--- src/rtl/fpu_pkg.sv ---
// Shared FPU constants and the inter-stage payloads of the float->int64 converter.
package fpu_pkg;

  localparam int unsigned FPU_EXP_W = 10;
  localparam int unsigned FPU_MAN_W = 53;
  localparam int unsigned FPU_BIAS  = 511;

  // Unbiased exponent carries one extra bit so it can go negative.
  localparam int unsigned FPU_E_W   = FPU_EXP_W + 1;
  // Significand including the implicit leading one.
  localparam int unsigned FPU_SIG_W = FPU_MAN_W + 1;
  localparam int unsigned INT_W     = 64;

  localparam logic [INT_W-1:0] INT64_MAX = 64'h7FFF_FFFF_FFFF_FFFF;
  localparam logic [INT_W-1:0] INT64_MIN = 64'h8000_0000_0000_0000;

  // Exponent classification produced by decode.
  typedef struct packed {
    logic [FPU_E_W-1:0] e;       // unbiased exponent, two's complement
    logic               zero;    // exponent field is 0
    logic               big;     // e > 62
    logic               edge63;  // e == 63
    logic               frac;    // e < 0
    logic               left;    // e > 53, integer needs a left shift
  } fpu_cls_t;

  // Decode -> shift stage payload.
  typedef struct packed {
    logic                 sign;
    logic                 rnd;
    logic                 mant_zero;
    logic [FPU_SIG_W-1:0] sig;
    fpu_cls_t             cls;
  } fpu_s1_t;

  // Shift -> round stage payload.
  typedef struct packed {
    logic             sign;
    logic             rnd;
    logic             zero;
    logic             ovf_pre;   // overflow known from the exponent alone
    logic [INT_W-1:0] ival;      // truncated integer magnitude
    logic             rbit;      // first bit below the binary point
  } fpu_s2_t;

endpackage

--- src/rtl/fpu_rshift_sticky.sv ---
// Right shift of the significand by 0..63 with round and sticky extraction.
module fpu_rshift_sticky
  import fpu_pkg::*;
(
  input  logic [FPU_SIG_W-1:0] val,
  input  logic [5:0]           sh,
  output logic [FPU_SIG_W-1:0] shifted_c,
  output logic                 rbit_c,
  output logic                 sticky_c
);

  localparam int unsigned EXT_W = FPU_SIG_W + INT_W;

  // Shifting into a zero-extended window keeps the bits that fall off the bottom.
  logic [EXT_W-1:0] ext;

  assign ext       = {val, {INT_W{1'b0}}} >> sh;
  assign shifted_c = ext[EXT_W-1 -: FPU_SIG_W];
  assign rbit_c    = ext[INT_W-1];
  assign sticky_c  = |ext[INT_W-2:0];

endmodule

--- src/rtl/fpu_cvt_f2i64.sv ---
// Internal 64-bit float to signed int64 converter, 3-stage pipeline with valid/ready.
module fpu_cvt_f2i64
  import fpu_pkg::*;
(
  input  logic             clk,
  input  logic             rst,
  input  logic             in_vld,
  output logic             in_rdy,
  input  logic [INT_W-1:0] A,
  input  logic             rnd,
  output logic             out_vld,
  input  logic             out_rdy,
  output logic [INT_W-1:0] res,
  output logic             ovf
);

  // Whole pipe advances together whenever the output slot is free or draining.
  logic adv;
  assign adv    = !out_vld | out_rdy;
  assign in_rdy = adv;

  // ---------------- S1: decode ----------------
  logic [FPU_EXP_W-1:0]      a_exp;
  logic signed [FPU_E_W-1:0] e_c;
  fpu_s1_t                   s1_d, s1_q;
  logic                      s1_vld;

  assign a_exp = A[FPU_MAN_W +: FPU_EXP_W];
  assign e_c   = $signed(FPU_E_W'({1'b0, a_exp}) - FPU_E_W'(FPU_BIAS));

  // Unbias the exponent and classify the operand range.
  always_comb begin
    s1_d            = '0;
    s1_d.sign       = A[INT_W-1];
    s1_d.rnd        = rnd;
    s1_d.mant_zero  = (A[FPU_MAN_W-1:0] == '0);
    s1_d.sig        = {1'b1, A[FPU_MAN_W-1:0]};
    s1_d.cls.e      = e_c;
    s1_d.cls.zero   = (a_exp == '0);
    s1_d.cls.big    = (e_c > $signed(FPU_E_W'(62)));
    s1_d.cls.edge63 = (e_c == $signed(FPU_E_W'(63)));
    s1_d.cls.frac   = (e_c < $signed(FPU_E_W'(0)));
    s1_d.cls.left   = (e_c > $signed(FPU_E_W'(FPU_MAN_W)));
  end

  // S1 register.
  always_ff @(posedge clk or negedge rst) begin
    if (!rst) begin
      s1_vld <= 1'b0;
      s1_q   <= '0;
    end else if (adv) begin
      s1_vld <= in_vld;
      s1_q   <= s1_d;
    end
  end

  // ---------------- S2: shift ----------------
  logic [5:0]           rsh_amt;
  logic [3:0]           lsh_amt;
  logic [FPU_SIG_W-1:0] rsh_val;
  logic                 rsh_rbit;
  logic                 rsh_sticky_unused;  // ties do not look at sticky
  fpu_s2_t              s2_d, s2_q;
  logic                 s2_vld;

  // Meaningful for -1 <= e <= 53 (right shift 54..0) and 54 <= e <= 63 (left shift 1..10).
  assign rsh_amt = 6'(FPU_E_W'(FPU_MAN_W) - s1_q.cls.e);
  assign lsh_amt = 4'(s1_q.cls.e - FPU_E_W'(FPU_MAN_W));

  fpu_rshift_sticky u_rshift (
    .val       (s1_q.sig),
    .sh        (rsh_amt),
    .shifted_c (rsh_val),
    .rbit_c    (rsh_rbit),
    .sticky_c  (rsh_sticky_unused)
  );

  // Align the significand to the integer grid and flag exponent-only overflow.
  always_comb begin
    s2_d         = '0;
    s2_d.sign    = s1_q.sign;
    s2_d.rnd     = s1_q.rnd;
    s2_d.zero    = s1_q.cls.zero;
    s2_d.ovf_pre = !s1_q.cls.zero &
                   ((s1_q.cls.big & !s1_q.cls.edge63) |
                    (s1_q.cls.edge63 & !(s1_q.sign & s1_q.mant_zero)));
    if (s1_q.cls.zero || (s1_q.cls.big && !s1_q.cls.edge63)) begin
      s2_d.ival = '0;
      s2_d.rbit = 1'b0;
    end else if (s1_q.cls.left) begin
      s2_d.ival = {{(INT_W-FPU_SIG_W){1'b0}}, s1_q.sig} << lsh_amt;
      s2_d.rbit = 1'b0;
    end else if (!s1_q.cls.frac || (s1_q.cls.e == '1)) begin
      s2_d.ival = {{(INT_W-FPU_SIG_W){1'b0}}, rsh_val};
      s2_d.rbit = rsh_rbit;
    end else begin
      s2_d.ival = '0;
      s2_d.rbit = 1'b0;
    end
  end

  // S2 register.
  always_ff @(posedge clk or negedge rst) begin
    if (!rst) begin
      s2_vld <= 1'b0;
      s2_q   <= '0;
    end else if (adv) begin
      s2_vld <= s1_vld;
      s2_q   <= s2_d;
    end
  end

  // ---------------- S3: round / sign / saturate ----------------
  logic [INT_W-1:0] mag_c;
  logic [INT_W-1:0] res_c;
  logic             ovf_c;

  // Round half away from zero by adding the round bit to the magnitude.
  always_comb begin
    mag_c = s2_q.ival + INT_W'(s2_q.rnd & s2_q.rbit);
    // 2^63 is representable only as the negative extreme.
    ovf_c = !s2_q.zero &
            (s2_q.ovf_pre |
             (mag_c[INT_W-1] & !(s2_q.sign & (mag_c[INT_W-2:0] == '0))));
    if (s2_q.zero) begin
      res_c = '0;
    end else if (ovf_c) begin
      res_c = s2_q.sign ? INT64_MIN : INT64_MAX;
    end else if (s2_q.sign) begin
      res_c = INT_W'(0) - mag_c;
    end else begin
      res_c = mag_c;
    end
  end

  // Output register; holds while the consumer stalls.
  always_ff @(posedge clk or negedge rst) begin
    if (!rst) begin
      out_vld <= 1'b0;
      res     <= '0;
      ovf     <= 1'b0;
    end else if (adv) begin
      out_vld <= s2_vld;
      res     <= res_c;
      ovf     <= ovf_c;
    end
  end

endmodule

--- config.mk ---
export PLATFORM = sky130hd
export DESIGN_NAME = fpu_cvt_f2i64
export DESIGN_NICKNAME = d
export VERILOG_FILES = /design/src/rtl/fpu_pkg.sv /design/src/rtl/fpu_rshift_sticky.sv /design/src/rtl/fpu_cvt_f2i64.sv
export SDC_FILE = /design/constraint.sdc
export NUM_CORES = 1
export LEC_CHECK = 0
export CELL_PAD_IN_SITES_DETAIL_PLACEMENT = 1
export CELL_PAD_IN_SITES_GLOBAL_PLACEMENT = 1
export CORE_MARGIN = 1.5
export CORE_UTILIZATION = 45
export CTS_CLUSTER_DIAMETER = 50
export DETAILED_ROUTE_END_ITERATION = 6
export PLACE_DENSITY_LB_ADDON = 0.1
export SLEW_MARGIN = 25
export SYNTH_ARGS = -nofsm -noshare
export SYNTH_HDL_FRONTEND = slang
export SYNTH_SLANG_ARGS = --single-unit
--- constraint.sdc ---
create_clock -name clk -period 5.8 [get_ports clk]
set_input_delay 1.16 -clock clk [delete_from_list [all_inputs] [get_ports clk]]
set_output_delay 1.16 -clock clk [all_outputs]
set_load 0.005 [all_outputs]
==> flow_summary.toml <==
[placement]
gp_congestion = 0.968
post-place-cells = 2837
hpwl_um = 55800
place_area_um2 = 20000
port_buffers = 135

[flow_run]
cap_violations = 0

[cells_and_area]
syn_to_final_growth_pct = 15.7
layout-drive-gt1-share_pct = 9.80
final-seq-area_um2 = 5240
fin_util_pct = 53.0
multiInputGateArea_um2 = 12300
stdcell_area_um2 = 21200
final_cells = 2892
antenna_cells = 0
fillers = 4819
nets = 2426

[floorplan]
io_pins = 136
rows = 73
fp.dieW_um = 205
initial_core_util_pct = 45.8
die_h_um = 205
core_um2 = 39900
die-area_um2 = 41900

[worst_setup_path]
critPathMaxFanout = 44
path_class = "flip-flop to flip-flop"
rrSetupSlack_ns = 0.61
r2r_cells = 14
crit_path_start = "s2_q[67]"
cp-end-kind = "flip-flop"
critPathLaunchType = "flip-flop"
r2r_start = "s2_q[67]"
critPathCapture = "res[58]"
cp_data_arrival_time_ns = 5.68
r2r-end = "res[58]"
worstPathRequired_ns = 6.29

[synth]
yosysWarnings = 0
synth_flop_cell = "dfrtp_1"
yosysSeqAreaShare_pct = 28.6
syn_nets = 2405
synthCells = 2323
synth_seq_cells = 209
yosysUniqueCellTypes = 83
synth_edf_count = 0
synthArstFlopShare_pct = 100
syn_area_per_cell_um2 = 7.87
syn_area_um2 = 18300

[cts]
clk_pin_slew_ns = 0.06
clkSinkCount = 209
cts_hold_buffers = 0
clock_latency_ns = 0.58
ctsResizeCount = 0
cts_max_path_buffers = 3
tritoncts = "yes"
cts_max_level = 1
cts_setup_buffers = 0
root_buffer = "clkbuf_16"
numCtsBuffers = 30

[grt]
grt_max_degree = 177
grt_pass1_vias = 18500
grt_pass1_wl_um = 112000
grt_usage_pct = 34.4
grt_overflow = 0
antenna_found_initial = 0

[drt]
viasPerCell = 6.41
drc = 0
first_pass_iters = 5
wl_met2_um = 35200
num_vias = 18500
wl_met3_um = 2810
drtIter0Drc = 1289
drt_wl_total_um = 72500
wl_met1_um = 30900
detail-route-antenna-nets = 0
wl_per_cell_um = 25.1
routed.top_layer = "met4"

[timing]
worstMarginPinSlew_ns = 1.03
timing.fmax_ghz = 0.193
whs_ns = 0.465
skew_ns = 0.0191
hold_viol_final = 0
finalSetupViolCount = 0
min_period_ns = 5.19
maxSlewViolCount = 0
fin_tns_setup_ns = 0
rsz0062_at_grt = "false"
fin_crit_sh_pct = 89.5
maxSlewHeadroom_pct = 31.2

[status]
status = "finished, final reports clean"

[worst_hold_path]
hp-class = "flip-flop to flip-flop"

[pwr]
p_leak_nw = 8.66
p_per_area_nw_per_um2 = 610
peakVddDrop_uv = 327
==> state kept, by name, indices dropped and copies added, names as in the netlist <==
signal   count
s1_vld       1
out_vld      1
s2_q        69
s2_vld       1
s1_q        72
ovf          1
res         64
==> per-layer routing <==
layer | vias to the layer above | GRT usage [%]
met5 | - | 0
met4 | 0 | 15.4
met3 | 147 | 2.70
met2 | 577 | 58.9
met1 | 9274 | 44.2
li1 | 8536 | -
==> layout make-up <==
class,instances,share of cell area [%]
Multi-Input combinational cell,1905,58.3
Sequential cell,209,24.8
Timing Repair Buffer,176,8.04
Clock buffer,35,3.68
Tap cell,525,3.10
Clock inverter,20,1.69
Inverter,22,0.390
==> metrics by stage <==
stage | worst slack (ns) | total power, W
finish | 0.608 | 0.0129
global placement | 0.872 | 0.0105
CTS | 0.702 | 0.0128
global route | 0.214 | 0.0137
floorplan | 1.61 | 0.00775
detailed placement | 0.716 | 0.0107
==> synth_stat cells, types with 26 or more instances <==
| cell | number | area (µm²) |
|---|---|---|
| nand2_1 | 511 | 1920 |
| o21ai_0 | 201 | 1010 |
| a22o_1 | 37 | 324 |
| xor2_1 | 39 | 342 |
| nand4_1 | 45 | 282 |
| clkbuf_1 | 147 | 552 |
| a21oi_1 | 114 | 571 |
| dfrtp_1 | 209 | 5230 |
| nor4_1 | 49 | 307 |
| mux4_2 | 58 | 1310 |
| nor3_1 | 41 | 205 |
| o211ai_1 | 29 | 218 |
| mux2_2 | 43 | 484 |
| mux2i_1 | 112 | 1120 |
| nand3_1 | 67 | 335 |
| xnor2_1 | 56 | 490 |
| nor2_1 | 163 | 612 |
| and3_1 | 26 | 163 |
==> logic make-up (layout without fill, tap and decap cells) <==
family | Yosys count | after routing | synth area share [%]
AND/OR/NAND/NOR | 1002 | 1002 | 25.3
AO/OA/AOI/OAI | 582 | 582 | 20.3
multiplexers | 213 | 213 | 15.9
flip-flops | 209 | 209 | 28.6
buffers and inverters | 209 | 253 | 4.44
XOR/XNOR | 95 | 95 | 4.55
adder cells (fa/ha/maj) | 13 | 13 | 0.889
==> where the power goes <==
part           internal [W]  switching, W  total (W)
Combinational       0.00309       0.00486    0.00795
Sequential          0.00200      0.000880    0.00288
Clock               0.00133      0.000748    0.00208
==> cells in the final DEF, fill, tap and decap left out, drive strengths merged, types with 23 or more instances in the layout <==
master and n:
a21oi 115, a22o 37, a31oi 23, and3 26, buf 42, clkbuf 35, clkdlybuf4s50 134, dfrtp 209
inv 25, mux2 43, mux2i 112, mux4 58, nand2 511, nand3 70, nand4 47, nor2 163
nor3 42, nor4 50, o211ai 29, o21ai 202, o22ai 24, xnor2 56, xor2 39
==> worst max-delay path, stage by stage, from the launching register on <==
cell      delay (ns)
dfrtp_1         0.34
and2_1          0.16
ha_1            0.33
nand3_1         0.21
nor4_1          0.23
buf_4           0.24
nand4_1         0.46
nor4_1          0.51
xnor2_1         0.32
nand4_1         0.23
or4b_2          0.73
o31ai_4         0.49
buf_12          0.28
nand2_1         0.25
o211ai_1        0.29
==> worst min path at each step <==
stage,cells after the start,end,startpoint,slack (ns)
final,1,out_vld,s2_vld,0.46
after global routing,2,s2_q[0],s2_q[0],0.50
after CTS,1,out_vld,s2_vld,0.47
after detailed placement,1,out_vld,s2_vld,0.45
after global placement,2,s2_vld,s2_vld,0.44
after floorplan,2,s2_vld,s2_vld,0.43
Note: power is estimated with default switching activity, not from simulation.
